--- src/rtl/mario_sound_mixer_pkg.sv ---
// Shared definitions for the Mario sound mixer: widths, gain normalisation and FSM states.
package mario_sound_mixer_pkg;

    localparam int unsigned SAMPLE_W       = 16;
    localparam int unsigned GAIN_W         = 4;
    localparam int unsigned PROD_W         = SAMPLE_W + GAIN_W + 1;
    localparam int unsigned ACC_W          = 20;
    localparam int unsigned GAIN_SHIFT_DEF = 3;

    localparam logic signed [ACC_W-1:0] SAT_MAX = 20'sd32767;
    localparam logic signed [ACC_W-1:0] SAT_MIN = -20'sd32768;

    typedef enum logic [2:0] {
        ST_IDLE,
        ST_MAC0,
        ST_MAC1,
        ST_MAC2,
        ST_MAC3,
        ST_SAT,
        ST_FILT
    } state_t;

endpackage

--- src/rtl/mario_sound_mixer_mac.sv ---
// Serial multiply-shift-accumulate datapath: one channel per enabled clock.
module mario_mix_mac
    import mario_sound_mixer_pkg::*;
#(
    parameter int unsigned GAIN_SHIFT = GAIN_SHIFT_DEF
) (
    input  logic                       i_clk,
    input  logic                       i_rst,
    input  logic                       i_clear,
    input  logic                       i_en,
    input  logic signed [SAMPLE_W-1:0] i_sample,
    input  logic        [GAIN_W-1:0]   i_gain,
    output logic signed [ACC_W-1:0]    o_acc
);

    logic signed [PROD_W-1:0] w_prod;
    logic signed [PROD_W-1:0] w_scaled;
    logic signed [ACC_W-1:0]  w_term;
    logic signed [ACC_W-1:0]  r_acc;

    // Gain is zero-extended so 15 stays positive (1.875x at GAIN_SHIFT=3).
    assign w_prod   = i_sample * $signed({1'b0, i_gain});
    assign w_scaled = w_prod >>> GAIN_SHIFT;
    assign w_term   = ACC_W'(w_scaled);

    always_ff @(posedge i_clk or posedge i_rst) begin
        if (i_rst) begin
            r_acc <= '0;
        end else if (i_clear) begin
            r_acc <= '0;
        end else if (i_en) begin
            r_acc <= r_acc + w_term;
        end
    end

    assign o_acc = r_acc;

endmodule

--- src/rtl/mario_sound_mixer.sv ---
// Mixes skid, Mario-run, Luigi-run and sound-CPU DAC samples into one saturated,
// low-pass filtered signed 16-bit mono stream, one update per sample strobe.
module mario_sound_mixer
    import mario_sound_mixer_pkg::*;
#(
    parameter int unsigned FILT_SHIFT = 2,
    parameter int unsigned GAIN_SHIFT = GAIN_SHIFT_DEF
) (
    input  logic                       I_CLK_24M,
    input  logic                       I_RESET,
    input  logic                       I_SAMPLE_STB,
    input  logic signed [SAMPLE_W-1:0] I_WAV_DS0,
    input  logic signed [SAMPLE_W-1:0] I_WAV_DS1,
    input  logic signed [SAMPLE_W-1:0] I_WAV_DS2,
    input  logic signed [SAMPLE_W-1:0] I_DIG_SND,
    input  logic        [GAIN_W-1:0]   I_ANLG_GAIN,
    input  logic        [GAIN_W-1:0]   I_DIG_GAIN,
    input  logic                       I_MUTE,
    output logic signed [SAMPLE_W-1:0] O_SND,
    output logic                       O_SND_VALID,
    output logic                       O_CLIP,
    output logic                       O_OVERRUN
);

    state_t r_state;
    state_t w_next_state;

    logic signed [SAMPLE_W-1:0] r_ds0, r_ds1, r_ds2, r_dig;
    logic        [GAIN_W-1:0]   r_anlg_gain, r_dig_gain;
    logic                       r_mute;

    logic signed [SAMPLE_W-1:0] r_sat;
    logic                       r_clip_pend;
    logic signed [SAMPLE_W-1:0] r_y;
    logic                       r_clip;
    logic                       r_valid;
    logic                       r_overrun;

    logic                       w_start;
    logic                       w_mac_en;
    logic signed [SAMPLE_W-1:0] w_mac_sample;
    logic        [GAIN_W-1:0]   w_mac_gain;
    logic signed [ACC_W-1:0]    w_acc;
    logic signed [SAMPLE_W-1:0] w_sat;
    logic                       w_clip;
    logic signed [SAMPLE_W:0]   w_diff;
    logic signed [SAMPLE_W:0]   w_step;
    logic signed [SAMPLE_W:0]   w_y_new;

    assign w_start = I_SAMPLE_STB && (r_state == ST_IDLE);

    always_ff @(posedge I_CLK_24M or posedge I_RESET) begin
        if (I_RESET) begin
            r_state <= ST_IDLE;
        end else begin
            r_state <= w_next_state;
        end
    end

    always_comb begin
        w_next_state = r_state;
        w_mac_en     = 1'b0;
        w_mac_sample = '0;
        w_mac_gain   = '0;
        case (r_state)
            ST_IDLE: if (I_SAMPLE_STB) w_next_state = ST_MAC0;
            ST_MAC0: begin
                w_next_state = ST_MAC1;
                w_mac_en     = 1'b1;
                w_mac_sample = r_ds0;
                w_mac_gain   = r_anlg_gain;
            end
            ST_MAC1: begin
                w_next_state = ST_MAC2;
                w_mac_en     = 1'b1;
                w_mac_sample = r_ds1;
                w_mac_gain   = r_anlg_gain;
            end
            ST_MAC2: begin
                w_next_state = ST_MAC3;
                w_mac_en     = 1'b1;
                w_mac_sample = r_ds2;
                w_mac_gain   = r_anlg_gain;
            end
            ST_MAC3: begin
                w_next_state = ST_SAT;
                w_mac_en     = 1'b1;
                w_mac_sample = r_dig;
                w_mac_gain   = r_dig_gain;
            end
            ST_SAT:  w_next_state = ST_FILT;
            ST_FILT: w_next_state = ST_IDLE;
            default: w_next_state = ST_IDLE;
        endcase
    end

    mario_mix_mac #(
        .GAIN_SHIFT (GAIN_SHIFT)
    ) u_mac (
        .i_clk    (I_CLK_24M),
        .i_rst    (I_RESET),
        .i_clear  (w_start),
        .i_en     (w_mac_en),
        .i_sample (w_mac_sample),
        .i_gain   (w_mac_gain),
        .o_acc    (w_acc)
    );

    always_comb begin
        w_sat  = SAMPLE_W'(w_acc);
        w_clip = 1'b0;
        if (w_acc > SAT_MAX) begin
            w_sat  = SAMPLE_W'(SAT_MAX);
            w_clip = 1'b1;
        end else if (w_acc < SAT_MIN) begin
            w_sat  = SAMPLE_W'(SAT_MIN);
            w_clip = 1'b1;
        end
    end

    // 17-bit difference keeps the full swing; the result is a convex step so it never leaves 16 bits.
    assign w_diff  = {r_sat[SAMPLE_W-1], r_sat} - {r_y[SAMPLE_W-1], r_y};
    assign w_step  = w_diff >>> FILT_SHIFT;
    assign w_y_new = {r_y[SAMPLE_W-1], r_y} + w_step;

    always_ff @(posedge I_CLK_24M or posedge I_RESET) begin
        if (I_RESET) begin
            r_ds0       <= '0;
            r_ds1       <= '0;
            r_ds2       <= '0;
            r_dig       <= '0;
            r_anlg_gain <= '0;
            r_dig_gain  <= '0;
            r_mute      <= 1'b0;
            r_sat       <= '0;
            r_clip_pend <= 1'b0;
            r_y         <= '0;
            r_clip      <= 1'b0;
            r_valid     <= 1'b0;
            r_overrun   <= 1'b0;
        end else begin
            r_valid   <= (r_state == ST_FILT);
            r_overrun <= I_SAMPLE_STB && (r_state != ST_IDLE);
            if (w_start) begin
                r_ds0       <= I_WAV_DS0;
                r_ds1       <= I_WAV_DS1;
                r_ds2       <= I_WAV_DS2;
                r_dig       <= I_DIG_SND;
                r_anlg_gain <= I_ANLG_GAIN;
                r_dig_gain  <= I_DIG_GAIN;
                r_mute      <= I_MUTE;
            end
            if (r_state == ST_SAT) begin
                r_sat       <= r_mute ? '0 : w_sat;
                r_clip_pend <= !r_mute && w_clip;
            end
            if (r_state == ST_FILT) begin
                r_y    <= SAMPLE_W'(w_y_new);
                r_clip <= r_clip_pend;
            end
        end
    end

    assign O_SND       = r_y;
    assign O_SND_VALID = r_valid;
    assign O_CLIP      = r_clip;
    assign O_OVERRUN   = r_overrun;

endmodule

--- config.mk ---
export PLATFORM = sky130hd
export DESIGN_NAME = mario_sound_mixer
export DESIGN_NICKNAME = d
export VERILOG_FILES = /design/src/rtl/mario_sound_mixer_pkg.sv /design/src/rtl/mario_sound_mixer_mac.sv /design/src/rtl/mario_sound_mixer.sv
export SDC_FILE = /design/constraint.sdc
export NUM_CORES = 1
export LEC_CHECK = 0
export BUFFER_PORTS_ARGS = -buffer_cell sky130_fd_sc_hd__buf_4
export CAP_MARGIN = 20
export CORE_ASPECT_RATIO = 2
export CORE_UTILIZATION = 60
export CTS_CLUSTER_SIZE = 20
export DETAILED_ROUTE_END_ITERATION = 7
export GPL_ROUTABILITY_DRIVEN = 0
export PLACE_DENSITY = 0.91
export SLEW_MARGIN = 20
export SYNTH_ARGS = -nofsm -noshare
export SYNTH_HDL_FRONTEND = slang
export SYNTH_SLANG_ARGS = --single-unit
--- constraint.sdc ---
create_clock -name I_CLK_24M -period 18.9 [get_ports I_CLK_24M]
set_input_delay 0.945 -clock I_CLK_24M [delete_from_list [all_inputs] [get_ports I_CLK_24M]]
set_output_delay 0.945 -clock I_CLK_24M [all_outputs]
set_load 0.005 [all_outputs]
==> flow_summary.ini, run 1 <==
[status]
status = finished, final reports clean

[detailed_routing]
antenna_left = 0
wl_mm = 22.6
via_per_inst = 5.91
first_pass_iters = 5
vias = 7743
drc = 0
dr.first_iter.drc_count = 331
wl_per_cell_um = 17.3

[job]
maxCapViolCount = 0

[finish]
final_common_cell = dfrtp_1
antenna_cells = 0
final_area_um2 = 11300
multi_input_area_um2 = 5910
fill_cells = 1120
fin_cells = 1310
register_area_um2 = 3300
layout_common_cells = dfrtp_1, inv_1, buf_4, ha_1, nand2_1
syn2layout_area_growth_pct = 15.6
layout-drive-gt1-share = 0.203
post-route-util = 0.712
final_nets = 1296

[setup_path]
worstSetupPathType = reg2reg
critPathArrivalTime_ns = 7.67
critical_path_required_ns = 19.20
critPathCaptureType = flop
timing.critical_path.buf_inv = 3
cp-start-kind = flop
critPathMaxStageDelay_ns = 1.03
crit_slowest_cell = dfrtp_1
worstPathMaxFanout = 32
critPathTopFamily = compound AO/OA/AOI/OAI gates

[synthesis]
yosys_register_bits = 132
syn_inst = 1009
synth.avg_cell_area_um2 = 9.68
ys.flop_type = dfrtp_1
synth_edf_count = 0
yosysWarnings = 0
mappedNetlistNets = 1208
yosysSeqAreaShare = 0.338
netlist_area_um2 = 9770
postSynth.asyncResetShare = 1.00
synth_cell_types = 58

[clocking]
numCtsBuffers = 17
clock_path_buffers = 2
clock_latency_ns = 0.43
clkSinkCount = 132
postCtsHoldBufs = 0
tritoncts = yes
ctsRootBufferMaster = clkbuf_16
post_cts_buffers = 0
h-tree-depth = 4
cts.reportedPaths.clkPinSlew_ns = 0.06
cts_resized = 0

[placed_design]
numPlacedInstances = 1279
io_buffers = 94
dpl_cell_area_um2 = 10700
hpwl_mm = 16.8

[timing]
maxSlewViolCount = 0
fmax_mhz = 136
max_slew_margin = 0.309
finalHoldViolCount = 0
rsz0062_at_grt = no
fin_crit_sh = 0.390
setup_violations = 0
tightest_slew_ns = 1.04
fin_crit_ns = 7.37
finClkSkew_ns = 0.0116
fin_tns_setup_ns = 0

[grt]
gr-usage-all-layers = 0.287
gr-total-overflow = 0
antenna_found_initial = 0
grt_pass1_vias = 8297
grt_start_max_net_pins = 77
grt_pass1_wl_mm = 37.8

[floorplanning]
die_w_um = 92.2
rows = 65
dieArea_um2 = 16800
io_pins = 95
start_util = 0.616
dieHeight_um = 182
core_area_um2 = 15900

[min_path]
hp-class = reg2reg
-- routing by layer --
layer | share of wire | track usage | wire, um | vias up
li1 | - | - | - | 3640
met1 | 0.34 | 0.273 | 7800 | 3816
met2 | 0.58 | 0.564 | 13200 | 214
met5 | 0 | 0 | 0 | -
met3 | 0.031 | 0.0417 | 702 | 73
met4 | 0.041 | 0.163 | 917 | 0
-- sequential cells by signal, indices dropped and copies added (netlist names), 4 cells and up --
name and cells:
r_ds2 16, r_dig_gain 4, r_ds1 16, r_anlg_gain 4, O_SND 16, r_dig 16, r_sat 16, u_mac.o_acc 20
r_ds0 16
-- cells by family after synthesis --
| logic type | count (synthesis) | synth area share |
|---|---|---|
| xor gates and xnor gates | 59 | 0.0529 |
| adders and majority gates | 123 | 0.184 |
| DFF | 132 | 0.338 |
| and+or+nand+nor | 244 | 0.115 |
| muxes | 89 | 0.101 |
| AOI/OAI and AO/OA | 215 | 0.151 |
| buffers and inverters | 147 | 0.0574 |
-- worst register-to-register path, delay by kind of cell, from the launching register on --
kind | cells | cell delay, ns
adder cells (fa/ha/maj) | 5 | 2.09
multiplexers | 1 | 0.13
AND/OR/NAND/NOR | 7 | 1.17
buffers and inverters | 3 | 0.35
flip-flops | 1 | 1.03
AO/OA/AOI/OAI | 11 | 2.17
XOR/XNOR | 2 | 0.31
-- Yosys cell counts, types with 15 or more instances --
cell	count	area (um^2)
ha_1	88	1100
xor2_1	19	166
a22oi_1	15	113
o21ai_0	45	225
nor2_1	75	282
clkbuf_1	28	105
a22o_1	18	158
a21o_1	25	188
inv_1	113	424
mux2i_1	16	160
dfrtp_1	132	3300
mux2_2	73	822
nand2_1	86	323
xnor2_1	40	350
fa_1	35	701
a21oi_1	45	225
-- cell type report --
class / count / area share
multi-input combinational: 730 / 0.524
sequential: 132 / 0.293
timing repair buffer: 103 / 0.0685
clock buffer: 22 / 0.0420
inverter: 113 / 0.0378
tap: 201 / 0.0223
clock inverter: 9 / 0.0134
-- final timing paths --
kind,to,cells past startpoint,startpoint,slack (ns)
worst max-delay path,u_mac.o_acc[19]$_DFFE_PP0P_,29,r_state[0]$_DFFE_PP0P_,11.53
worst min-delay path,r_sat[7]$_DFFE_PP0N_,2,r_sat[7]$_DFFE_PP0N_,0.47
worst max register to register,u_mac.o_acc[19]$_DFFE_PP0P_,29,r_state[0]$_DFFE_PP0P_,11.53
worst min register to register,r_sat[7]$_DFFE_PP0N_,2,r_sat[7]$_DFFE_PP0N_,0.47
max in group asynchronous,r_dig[11]$_DFFE_PP0P_,3,I_RESET,16.88
min in group asynchronous,O_SND[0]$_DFFE_PP0P_,2,I_RESET,0.64
-- metrics by stage --
step	hold WS, ns	setup WS, ns
2_1_floorplan	0.430	12.52
3_3_place_gp	0.444	11.86
3_5_place_dp	0.460	11.67
4_1_cts	0.474	11.63
5_1_grt	0.498	11.04
6_report	0.469	11.53
Power of run 1 is not shown: default switching activity piles up to over one toggle a cycle in this logic, so the estimate is an artifact.
==> inputs of run 2 (changes only) <==
--- a/config.mk
+++ b/config.mk
@@ -8,11 +8,11 @@
 export BUFFER_PORTS_ARGS = -buffer_cell sky130_fd_sc_hd__buf_4
 export CAP_MARGIN = 20
 export CORE_ASPECT_RATIO = 2
-export CORE_UTILIZATION = 60
+export CORE_UTILIZATION = 55
 export CTS_CLUSTER_SIZE = 20
 export DETAILED_ROUTE_END_ITERATION = 7
 export GPL_ROUTABILITY_DRIVEN = 0
-export PLACE_DENSITY = 0.91
+export PLACE_DENSITY = 0.88
 export SLEW_MARGIN = 20
 export SYNTH_ARGS = -nofsm -noshare
 export SYNTH_HDL_FRONTEND = slang
==> constraint.sdc (replaced) <==
create_clock -name I_CLK_24M -period 6.6 [get_ports I_CLK_24M]
set_input_delay 0.33 -clock I_CLK_24M [delete_from_list [all_inputs] [get_ports I_CLK_24M]]
set_output_delay 0.33 -clock I_CLK_24M [all_outputs]
set_load 0.005 [all_outputs]
==> run 2 against run 1 <==
Against the previous run: fmax is 16% higher; non-clock buffer count is 16 higher; worst hold slack worse by 0.39 ns.
==> flow_summary.ini, run 2 (same netlist as run 1, synthesis figures left out) <==
[timing]
fin_hold_ws_ns = 0.0743
finalHoldViolCount = 0
tightest_slew_ns = 0.937
fin_crit_sh = 0.966
finClkSkew_ns = 0.00866
max_slew_margin = 0.375
fin_crit_ns = 6.38
maxSlewViolCount = 0
fmax_mhz = 157
setup_violations = 0

[detailed_routing]
drc = 0
wl_per_cell_um = 16.7
dr.first_iter.drc_count = 268
via_per_inst = 5.82
first_pass_iters = 5
wl_mm = 22.3
vias = 7769
antenna_left = 0

[placed_design]
hpwl_mm = 16.7
io_buffers = 94
numPlacedInstances = 1298

[job]
maxCapViolCount = 0

[finish]
fin_cells = 1336
antenna_cells = 0
final_common_cell = dfrtp_1
layout_common_cells = dfrtp_1, buf_4, inv_1, ha_1, nand2_1
fill_cells = 1308
largest_reg_flops = 20
final_nets = 1312
multi_input_area_um2 = 5980
syn2layout_area_growth_pct = 18.0
register_area_um2 = 3310
layout-drive-gt1-share = 0.228
post-route-util = 0.665

[grt]
met3_usage = 0.0419
grt.busiest_layer = met2
gr-usage-all-layers = 0.260
grt_start_max_net_pins = 76
antenna_found_initial = 0
gr-total-overflow = 0
grt_pass1_vias = 8257
grt_pass1_wl_mm = 36.5
gr-usage-met1 = 0.237
met2_usage = 0.510

[floorplanning]
die_w_um = 96.3
core_area_um2 = 17400
start_util = 0.563
dieHeight_um = 191
rows = 68
dieArea_um2 = 18300
io_pins = 95

[status]
status = finished, final reports clean

[setup_path]
cp-start-kind = flop
worstPathMaxFanout = 11
reg2reg_to = u_mac.o_acc[19]$_DFFE_PP0P_
crit_slowest_cell = fa_1
rrSetupSlack_ns = 0.22
critPathCaptureType = flop
critPathMaxStageDelay_ns = 0.54
rr_worst_depth = 28
critPathArrivalTime_ns = 6.68
reg2reg_from = r_state[2]$_DFFE_PP0P_
worstSetupPathType = reg2reg
critical_path_required_ns = 6.90
crit_top_cell = ha_1

[clocking]
clock_latency_ns = 0.43
numCtsBuffers = 17
clock_path_buffers = 2
ctsRootBufferMaster = clkbuf_16
h-tree-depth = 4
cts.reportedPaths.clkPinSlew_ns = 0.06
tritoncts = yes
clkSinkCount = 132

[min_path]
hp-class = in2async
## run 2: layout make-up
class | instances | share of cell area
clock buffers | 22 | 0.0420
clock inverters | 10 | 0.0146
inverters | 113 | 0.0370
multi-input cells | 730 | 0.518
flip-flops and latches | 132 | 0.287
well taps | 210 | 0.0228
repair buffers | 119 | 0.0788
## run 2: timing repair
item / in CTS / in global routing
hold buffers: 0 / 0
endpoints found under the setup margin: 0 / 7
gates resized for setup: 0 / 21
setup buffers: 0 / 5
endpoints found under the hold margin: 0 / 0
## run 2: worst max-delay path by stage
stage	start	endpoint	slack, ns	cells after the start
after floorplan	r_state[1]$_DFFE_PP0P_	u_mac.o_acc[19]$_DFFE_PP0P_	0.22	30
after global placement	r_state[2]$_DFFE_PP0P_	u_mac.o_acc[19]$_DFFE_PP0P_	0.32	28
after detailed placement	r_state[2]$_DFFE_PP0P_	u_mac.o_acc[19]$_DFFE_PP0P_	0.11	29
after CTS	r_state[2]$_DFFE_PP0P_	u_mac.o_acc[19]$_DFFE_PP0P_	0.09	29
after global routing	r_state[2]$_DFFE_PP0P_	u_mac.o_acc[19]$_DFFE_PP0P_	-0.04	29
final	r_state[2]$_DFFE_PP0P_	u_mac.o_acc[19]$_DFFE_PP0P_	0.22	28
## run 2: per-layer routing
metal / part of all wire / wire [um] / up-vias
met4: 0.042 / 949 / 0
li1: - / - / 3674
met2: 0.58 / 13000 / 206
met1: 0.35 / 7770 / 3815
met3: 0.027 / 601 / 74
met5: 0 / 0 / -
## run 2: metrics by stage
stage | setup WS [ns] | cell area [um^2] | TNS (ns)
final | 0.223 | 11500 | 0
after global routing | -0.0377 | 11500 | -0.0377
after CTS | 0.0915 | 11400 | 0
after detailed placement | 0.112 | 10800 | 0
after global placement | 0.315 | 10800 | 0
after floorplan | 0.216 | 9770 | 0
## run 2: worst max-delay path: cells and delay by family (launching register included)
family,cells,cell delay [ns]
XOR/XNOR,2,0.27
AND/OR/NAND/NOR,6,0.69
buffers and inverters,5,0.65
AO/OA/AOI/OAI,9,2.01
multiplexers,1,0.12
flip-flops,1,0.46
adder cells (fa/ha/maj),5,2.04
Power of run 2 is left out for the same reason.
